$ cat src/rtl/halton_nd_fsm_param.sv
// halton_nd_fsm_param
//
// Sequential N-channel Halton point generator. Each channel computes the
// van der Corput radical inverse of index k in its own base (2, 3, 5 or 7)
// and returns it as an unsigned Q0.FRAC_W fraction. A burst of points with
// consecutive indices is streamed out over a valid/ready handshake.
//
// Per channel the work is split into three phases:
//   INIT  : load the index and clear the reversed-digit accumulator.
//   DIGIT : peel one base-b digit off the index per cycle, appending it to
//           rev and growing den = b^n.
//   DIV   : FRAC_W cycles of restoring division, giving floor(rev*2^F/den).
// After the last channel the point is presented in OUT until it is taken.
//
// Parameters:
//   NUM_CH  number of channels (1..8)
//   K_W     index width in bits
//   FRAC_W  result precision in bits (>= 2)
//
// Ports:
//   clk        clock
//   rst        synchronous, active-high reset
//   start      begin a burst (only honoured while ready=1)
//   k_in       first index of the burst
//   burst_len  number of points in the burst (0 behaves as 1)
//   base_sel   per-channel base code, channel c at [2c+1:2c]:
//              00=2, 01=3, 10=5, 11=7
//   k_stride   index increment between points (HALTON_LEAP_EN builds only)
//   ready      idle, a start will be accepted
//   out_valid  result/out_k hold a complete point
//   out_ready  consumer accepts the presented point
//   out_k      index of the presented point
//   result     packed results, channel c at [c*FRAC_W +: FRAC_W]
//   done       one-cycle pulse on the handshake of the last point
//
// Build option:
//   HALTON_LEAP_EN  when defined, adds the k_stride input; successive
//                   indices are k_in + i*k_stride (mod 2^K_W). When not
//                   defined the stride is fixed at 1.

module halton_nd_fsm_param #(
    parameter int NUM_CH = 4,
    parameter int K_W    = 32,
    parameter int FRAC_W = 16
) (
    input  logic                     clk,
    input  logic                     rst,
    input  logic                     start,
    input  logic [K_W-1:0]           k_in,
    input  logic [K_W-1:0]           burst_len,
    input  logic [2*NUM_CH-1:0]      base_sel,
`ifdef HALTON_LEAP_EN
    input  logic [K_W-1:0]           k_stride,
`endif
    output logic                     ready,
    output logic                     out_valid,
    input  logic                     out_ready,
    output logic [K_W-1:0]           out_k,
    output logic [NUM_CH*FRAC_W-1:0] result,
    output logic                     done
);

    // rev/den/remainder need headroom: den = b^n can reach 7*2^K_W, and the
    // remainder is shifted left once before being compared with den.
    localparam int W     = K_W + 4;
    localparam int CH_W  = (NUM_CH > 1) ? $clog2(NUM_CH) : 1;
    localparam int BIT_W = $clog2(FRAC_W + 1);

    typedef enum logic [2:0] {
        S_IDLE,
        S_INIT,
        S_DIGIT,
        S_DIV,
        S_OUT
    } state_t;

    state_t state;
    state_t state_next;

    // Burst context, captured when a start is accepted
    logic [K_W-1:0]      k_cur;
    logic [K_W-1:0]      remain;
    logic [2*NUM_CH-1:0] bases;
    logic [K_W-1:0]      stride;

    // Per-channel working registers
    logic [CH_W-1:0]     ch;
    logic [K_W-1:0]      q;
    logic [W-1:0]        rev;
    logic [W-1:0]        den;
    logic [BIT_W-1:0]    bit_cnt;
    logic [FRAC_W-1:0]   quo;

    // Combinational helpers
    logic [1:0]          base_code;
    logic [K_W-1:0]      base_k;
    logic [K_W-1:0]      q_div;
    logic [K_W-1:0]      digit;
    logic [W-1:0]        base_w;
    logic [W-1:0]        rev_next;
    logic [W-1:0]        den_next;
    logic [W-1:0]        rem_shift;
    logic                rem_ge;
    logic [W-1:0]        rem_next;
    logic [FRAC_W-1:0]   quo_next;
    logic                last_ch;
    logic                last_bit;
    logic                last_pt;

`ifndef HALTON_LEAP_EN
    // Without the leap option the index simply counts up by one
    assign stride = K_W'(1);
`endif

    // Digit extraction and division step. The divide by the selected base
    // is a divide by a small constant, so each case arm collapses to a
    // fixed constant-divider rather than a general divider. During DIV the
    // rev register doubles as the running remainder, which is safe because
    // rev < den always holds on entry to DIV.
    always_comb begin
        base_code = bases[2*ch +: 2];
        base_k    = K_W'(2);
        q_div     = q >> 1;
        case (base_code)
            2'b01: begin
                base_k = K_W'(3);
                q_div  = q / K_W'(3);
            end
            2'b10: begin
                base_k = K_W'(5);
                q_div  = q / K_W'(5);
            end
            2'b11: begin
                base_k = K_W'(7);
                q_div  = q / K_W'(7);
            end
            default: begin
                base_k = K_W'(2);
                q_div  = q >> 1;
            end
        endcase
        digit     = q - q_div * base_k;
        base_w    = W'(base_k);
        rev_next  = rev * base_w + W'(digit);
        den_next  = den * base_w;
        rem_shift = rev << 1;
        rem_ge    = (rem_shift >= den);
        rem_next  = rem_ge ? (rem_shift - den) : rem_shift;
        quo_next  = {quo[FRAC_W-2:0], rem_ge};
    end

    // Loop-termination flags shared by the FSM and the datapath
    always_comb begin
        last_ch  = (ch == CH_W'(NUM_CH - 1));
        last_bit = (bit_cnt == BIT_W'(FRAC_W - 1));
        last_pt  = (remain == K_W'(1));
    end

    // State register
    always_ff @(posedge clk) begin
        if (rst) begin
            state <= S_IDLE;
        end else begin
            state <= state_next;
        end
    end

    // Next-state and status outputs. The index zero skips DIGIT entirely,
    // which leaves rev=0/den=1 and therefore a zero result. done is masked
    // by rst so that an aborted burst never reports completion.
    always_comb begin
        state_next = state;
        ready      = 1'b0;
        out_valid  = 1'b0;
        done       = 1'b0;
        case (state)
            S_IDLE: begin
                ready = 1'b1;
                if (start) begin
                    state_next = S_INIT;
                end
            end
            S_INIT: begin
                state_next = (k_cur == '0) ? S_DIV : S_DIGIT;
            end
            S_DIGIT: begin
                if (q_div == '0) begin
                    state_next = S_DIV;
                end
            end
            S_DIV: begin
                if (last_bit) begin
                    state_next = last_ch ? S_OUT : S_INIT;
                end
            end
            S_OUT: begin
                out_valid = 1'b1;
                if (out_ready) begin
                    done       = last_pt && !rst;
                    state_next = last_pt ? S_IDLE : S_INIT;
                end
            end
            default: begin
                state_next = S_IDLE;
            end
        endcase
    end

    // Datapath. Burst parameters are captured on the accepting cycle so
    // later input changes cannot disturb a burst in flight. A channel's
    // result is written only at the end of its DIV phase and out_k only on
    // entry to OUT, so both stay stable while a point waits for out_ready.
    always_ff @(posedge clk) begin
        if (rst) begin
            k_cur   <= '0;
            remain  <= '0;
            bases   <= '0;
`ifdef HALTON_LEAP_EN
            stride  <= '0;
`endif
            ch      <= '0;
            q       <= '0;
            rev     <= '0;
            den     <= '0;
            bit_cnt <= '0;
            quo     <= '0;
            out_k   <= '0;
            result  <= '0;
        end else begin
            case (state)
                S_IDLE: begin
                    if (start) begin
                        k_cur  <= k_in;
                        remain <= (burst_len == '0) ? K_W'(1) : burst_len;
                        bases  <= base_sel;
`ifdef HALTON_LEAP_EN
                        stride <= k_stride;
`endif
                        ch     <= '0;
                    end
                end
                S_INIT: begin
                    q       <= k_cur;
                    rev     <= '0;
                    den     <= W'(1);
                    bit_cnt <= '0;
                end
                S_DIGIT: begin
                    q   <= q_div;
                    rev <= rev_next;
                    den <= den_next;
                end
                S_DIV: begin
                    rev     <= rem_next;
                    quo     <= quo_next;
                    bit_cnt <= bit_cnt + BIT_W'(1);
                    if (last_bit) begin
                        result[ch*FRAC_W +: FRAC_W] <= quo_next;
                        if (last_ch) begin
                            out_k <= k_cur;
                        end else begin
                            ch <= ch + CH_W'(1);
                        end
                    end
                end
                S_OUT: begin
                    if (out_ready) begin
                        remain <= remain - K_W'(1);
                        k_cur  <= k_cur + stride;
                        ch     <= '0;
                    end
                end
                default: begin
                end
            endcase
        end
    end

endmodule

$ cat config.mk
export PLATFORM = sky130hd
export DESIGN_NAME = halton_nd_fsm_param
export DESIGN_NICKNAME = d
export VERILOG_FILES = /design/src/rtl/halton_nd_fsm_param.sv
export SDC_FILE = /design/constraint.sdc
export NUM_CORES = 1
export LEC_CHECK = 0
export ABC_AREA = 1
export CAP_MARGIN = 10
export CELL_PAD_IN_SITES_DETAIL_PLACEMENT = 0
export CELL_PAD_IN_SITES_GLOBAL_PLACEMENT = 1
export CORE_ASPECT_RATIO = 0.7
export CORE_MARGIN = 1
export CORE_UTILIZATION = 46
export CTS_BUF_LIST = sky130_fd_sc_hd__clkbuf_2
export DETAILED_ROUTE_END_ITERATION = 8
export HOLD_SLACK_MARGIN = 0.03
export PLACE_DENSITY = 0.89
export SYNTH_ARGS = -nofsm -noshare
export SYNTH_HDL_FRONTEND = slang
export SYNTH_SLANG_ARGS = --single-unit
$ cat constraint.sdc
create_clock -name clk -period 65.5 [get_ports clk]
set_input_delay 13.1 -clock clk [delete_from_list [all_inputs] [get_ports clk]]
set_output_delay 13.1 -clock clk [all_outputs]
set_load 0.02 [all_outputs]
==> out/metrics.yaml <==
vias_per_cell: 5.44
synthDistinctLibCells: 87
cp_slowest_stage_delay_ns: 0.49
die_w_um: 392
io_buffers: 174
clkLatencyLatePin_ns: 1.18
drc_errors: 0
synth_edf_count: 0
wl_per_cell_um: 17.0
grt_max_degree: 99
synth.cell_area_um2: 48900
synth-seq-area-share_pct: 12.1
hold_buffers: 0
maxSlewHeadroom_pct: 25.7
h-tree-depth: 3
synthArstFlopShare_pct: 0
start_util_pct: 46.6
cp_data_required_time_ns: 66.46
grt_overflow_total: 0
drt_iter0_drc: 5234
critPathCaptureType: "register"
rows: 99
ys_seq_elements: 296
first_pass_iters: 6
cts_made_buffers: 87
synth_mux_area_share_pct: 0
grt_first_pass_wirelength_um: 258000
min_period_ns: 60.32
routed.top_layer: "met5"
grt_pass1_vias: 47428
fin_skew_ns: 0.142
synth_simple_gate_area_share_pct: 45.9
whs_endpoint: "q[16]"
dieArea_um2: 108000
cpMostUsedCell: "nand2_1"
cts_root_buf: "clkbuf_2"
synth_flop_cell: "dfxtp_1"
track_usage_pct: 29.4
setup_slack_ns: 5.18
wl_um: 161000
vias: 51734
wl_met2_um: 63500
final_common_cell: "nand2_1"
postSynthCellCount: 7933
regToRegSetupSlack_ns: 5.18
final_hold_viol_count: 0
num_io_pins: 175
cpMaxStageDelayCell: "fa_1"
clock_sinks: 296
syn_to_final_growth_pct: 7.43
setup_viol: 0
cts_tree: "built"
routabilityCongestion: 0.968
reg2reg_to: "rev[33]"
slew_violations: 0
synth.top_cell.area_share_pct: 16.2
setup_tns_ns: 0
antenna_found_initial: 7
synth_fp_nets: 8380
synth-compound-area-share_pct: 13.0
ys_top_cells_by_area: "nand2_1 (16%), dfxtp_1 (12%), inv_1 (8.5%), fa_1 (6.4%), ha_1 (5.5%)"
avgSynthCellArea_um2: 6.16
synth_top_family_by_area: "simple AND/OR/NAND/NOR gates"
min_from: "k_cur[16]"
met1_length_um: 80400
cp.arrival_ns: 61.29
synth_xor_area_share_pct: 3.89
whs_path_depth: 2
worstMarginPinSlew_ns: 1.11
cp_max_fo: 37
mostFrequentLayoutCells: "nand2_1 (2099), inv_1 (1106), nor2_1 (690)"
ant_nets: 0
cts_buffer_depth: 3
layout.nets: 8482
cp-start-kind: "register"
wl_met3_um: 15200
fmax_mhz: 16.6
crit_type: "register to register"
die_h_um: 275
finalCritPeriodShare_pct: 92.1
dp_hpwl_um: 127000
status: "finished clean"
cts.reportedPaths.clkPinSlew_ns: 0.10
maxCapViolCount: 0
ys.warnings.count: 0
r2r_cells: 375
r2r-start: "ch[0]"
fp.coreArea_um2: 105000
synth_top_area_cell: "nand2_1"
drive_gt1_share_pct: 14.9
pre_cts_ws_ns: -1.33
synth_fa_ha_area_share_pct: 11.9
hold_path.class: "register to register"
[synth_stat cells, types with 20 or more instances]
master and n:
a21oi_1 404, a31oi_1 56, buf_8 21, clkbuf_1 156, clkinv_1 45, clkinv_2 21, dfxtp_1 296, fa_1 157
ha_1 214, inv_1 1112, inv_2 78, nand2_1 2104, nand2_2 222, nand2_4 109, nand3_1 483, nand3_2 161
nand3_4 45, nand3b_1 36, nand4_1 247, nor2_1 700, nor2_2 123, nor2_4 66, nor3_1 63, o211ai_1 31
o21ai_0 342, o21ai_1 66, o21ai_2 48, o21bai_1 39, o221ai_1 20, xnor2_1 53, xor2_1 161
[registers in the layout (all words and copies together) (netlist names)]
signal,flops
bit_cnt,5
quo,15
out_k,32
state,3
k_cur,32
bases,8
result,64
q,32
ch,2
remain,32
den,36
rev,35
[worst max-delay path: cells and delay by family (launching register included)]
family	cells	cell delay, ns
buf+inv	69	6.36
simple gates	196	26.75
xor+xnor	20	4.47
fa+ha+maj	37	12.22
compound gates	53	9.78
flops	1	0.43
[stage by stage]
step	cells	util (%)	hold slack (ns)	cell area (um^2)
after global placement	9327	48.9	0.447	51200
after global routing	9505	50.1	0.487	52500
after floorplan	7933	-	0.424	48900
after CTS	9470	49.6	0.452	52000
final	9507	50.1	0.465	52500
after detailed placement	9327	48.9	0.459	51200
[area by class of cell]
cell class | count | area (um^2)
Clock inverter | 19 | 103
Antenna cell | 5 | 12.5
Inverter | 1277 | 4930
Fill cell | 10935 | 52300
Timing Repair Buffer | 239 | 2250
Clock buffer | 123 | 616
Tap cell | 1414 | 1770
Sequential cell | 296 | 5930
Multi-Input combinational cell | 6134 | 36900
[per-layer routing]
metal  GRT usage [%]  vias up
li1                -    25743
met1            45.8    23940
met2            41.7     1885
met3            5.45      164
met4            4.89        2
met5               0        -
[worst max-delay path by stage]
| stage | startpoint | to | slack, ns | depth (start not counted) |
|---|---|---|---|---|
| after floorplan | ch[0] | rev[34] | 6.34 | 392 |
| after global placement | ch[0] | rev[34] | 1.27 | 355 |
| after detailed placement | ch[0] | rev[34] | -1.33 | 355 |
| after CTS | ch[0] | rev[34] | 0.14 | 359 |
| after global routing | ch[0] | rev[33] | -0.10 | 383 |
| final | ch[0] | rev[33] | 5.18 | 375 |
[cells by family after synthesis]
family	Yosys count
flip-flops	296
buffers and inverters	1509
XOR/XNOR	215
AND/OR/NAND/NOR	4443
adder cells (fa/ha/maj)	371
AO/OA/AOI/OAI	1099
[timing repair]
item / 4_1_cts / 5_1_grt
endpoints found under the setup margin: 11 / 33
pin swaps: 1 / 13
gates cloned: 1 / 5
setup buffers: 0 / 27
gates resized for setup: 10 / 56
Power is left out: the tool's default activity adds up to more than one toggle a clock period on the data nets, which glitch-free logic cannot reach.
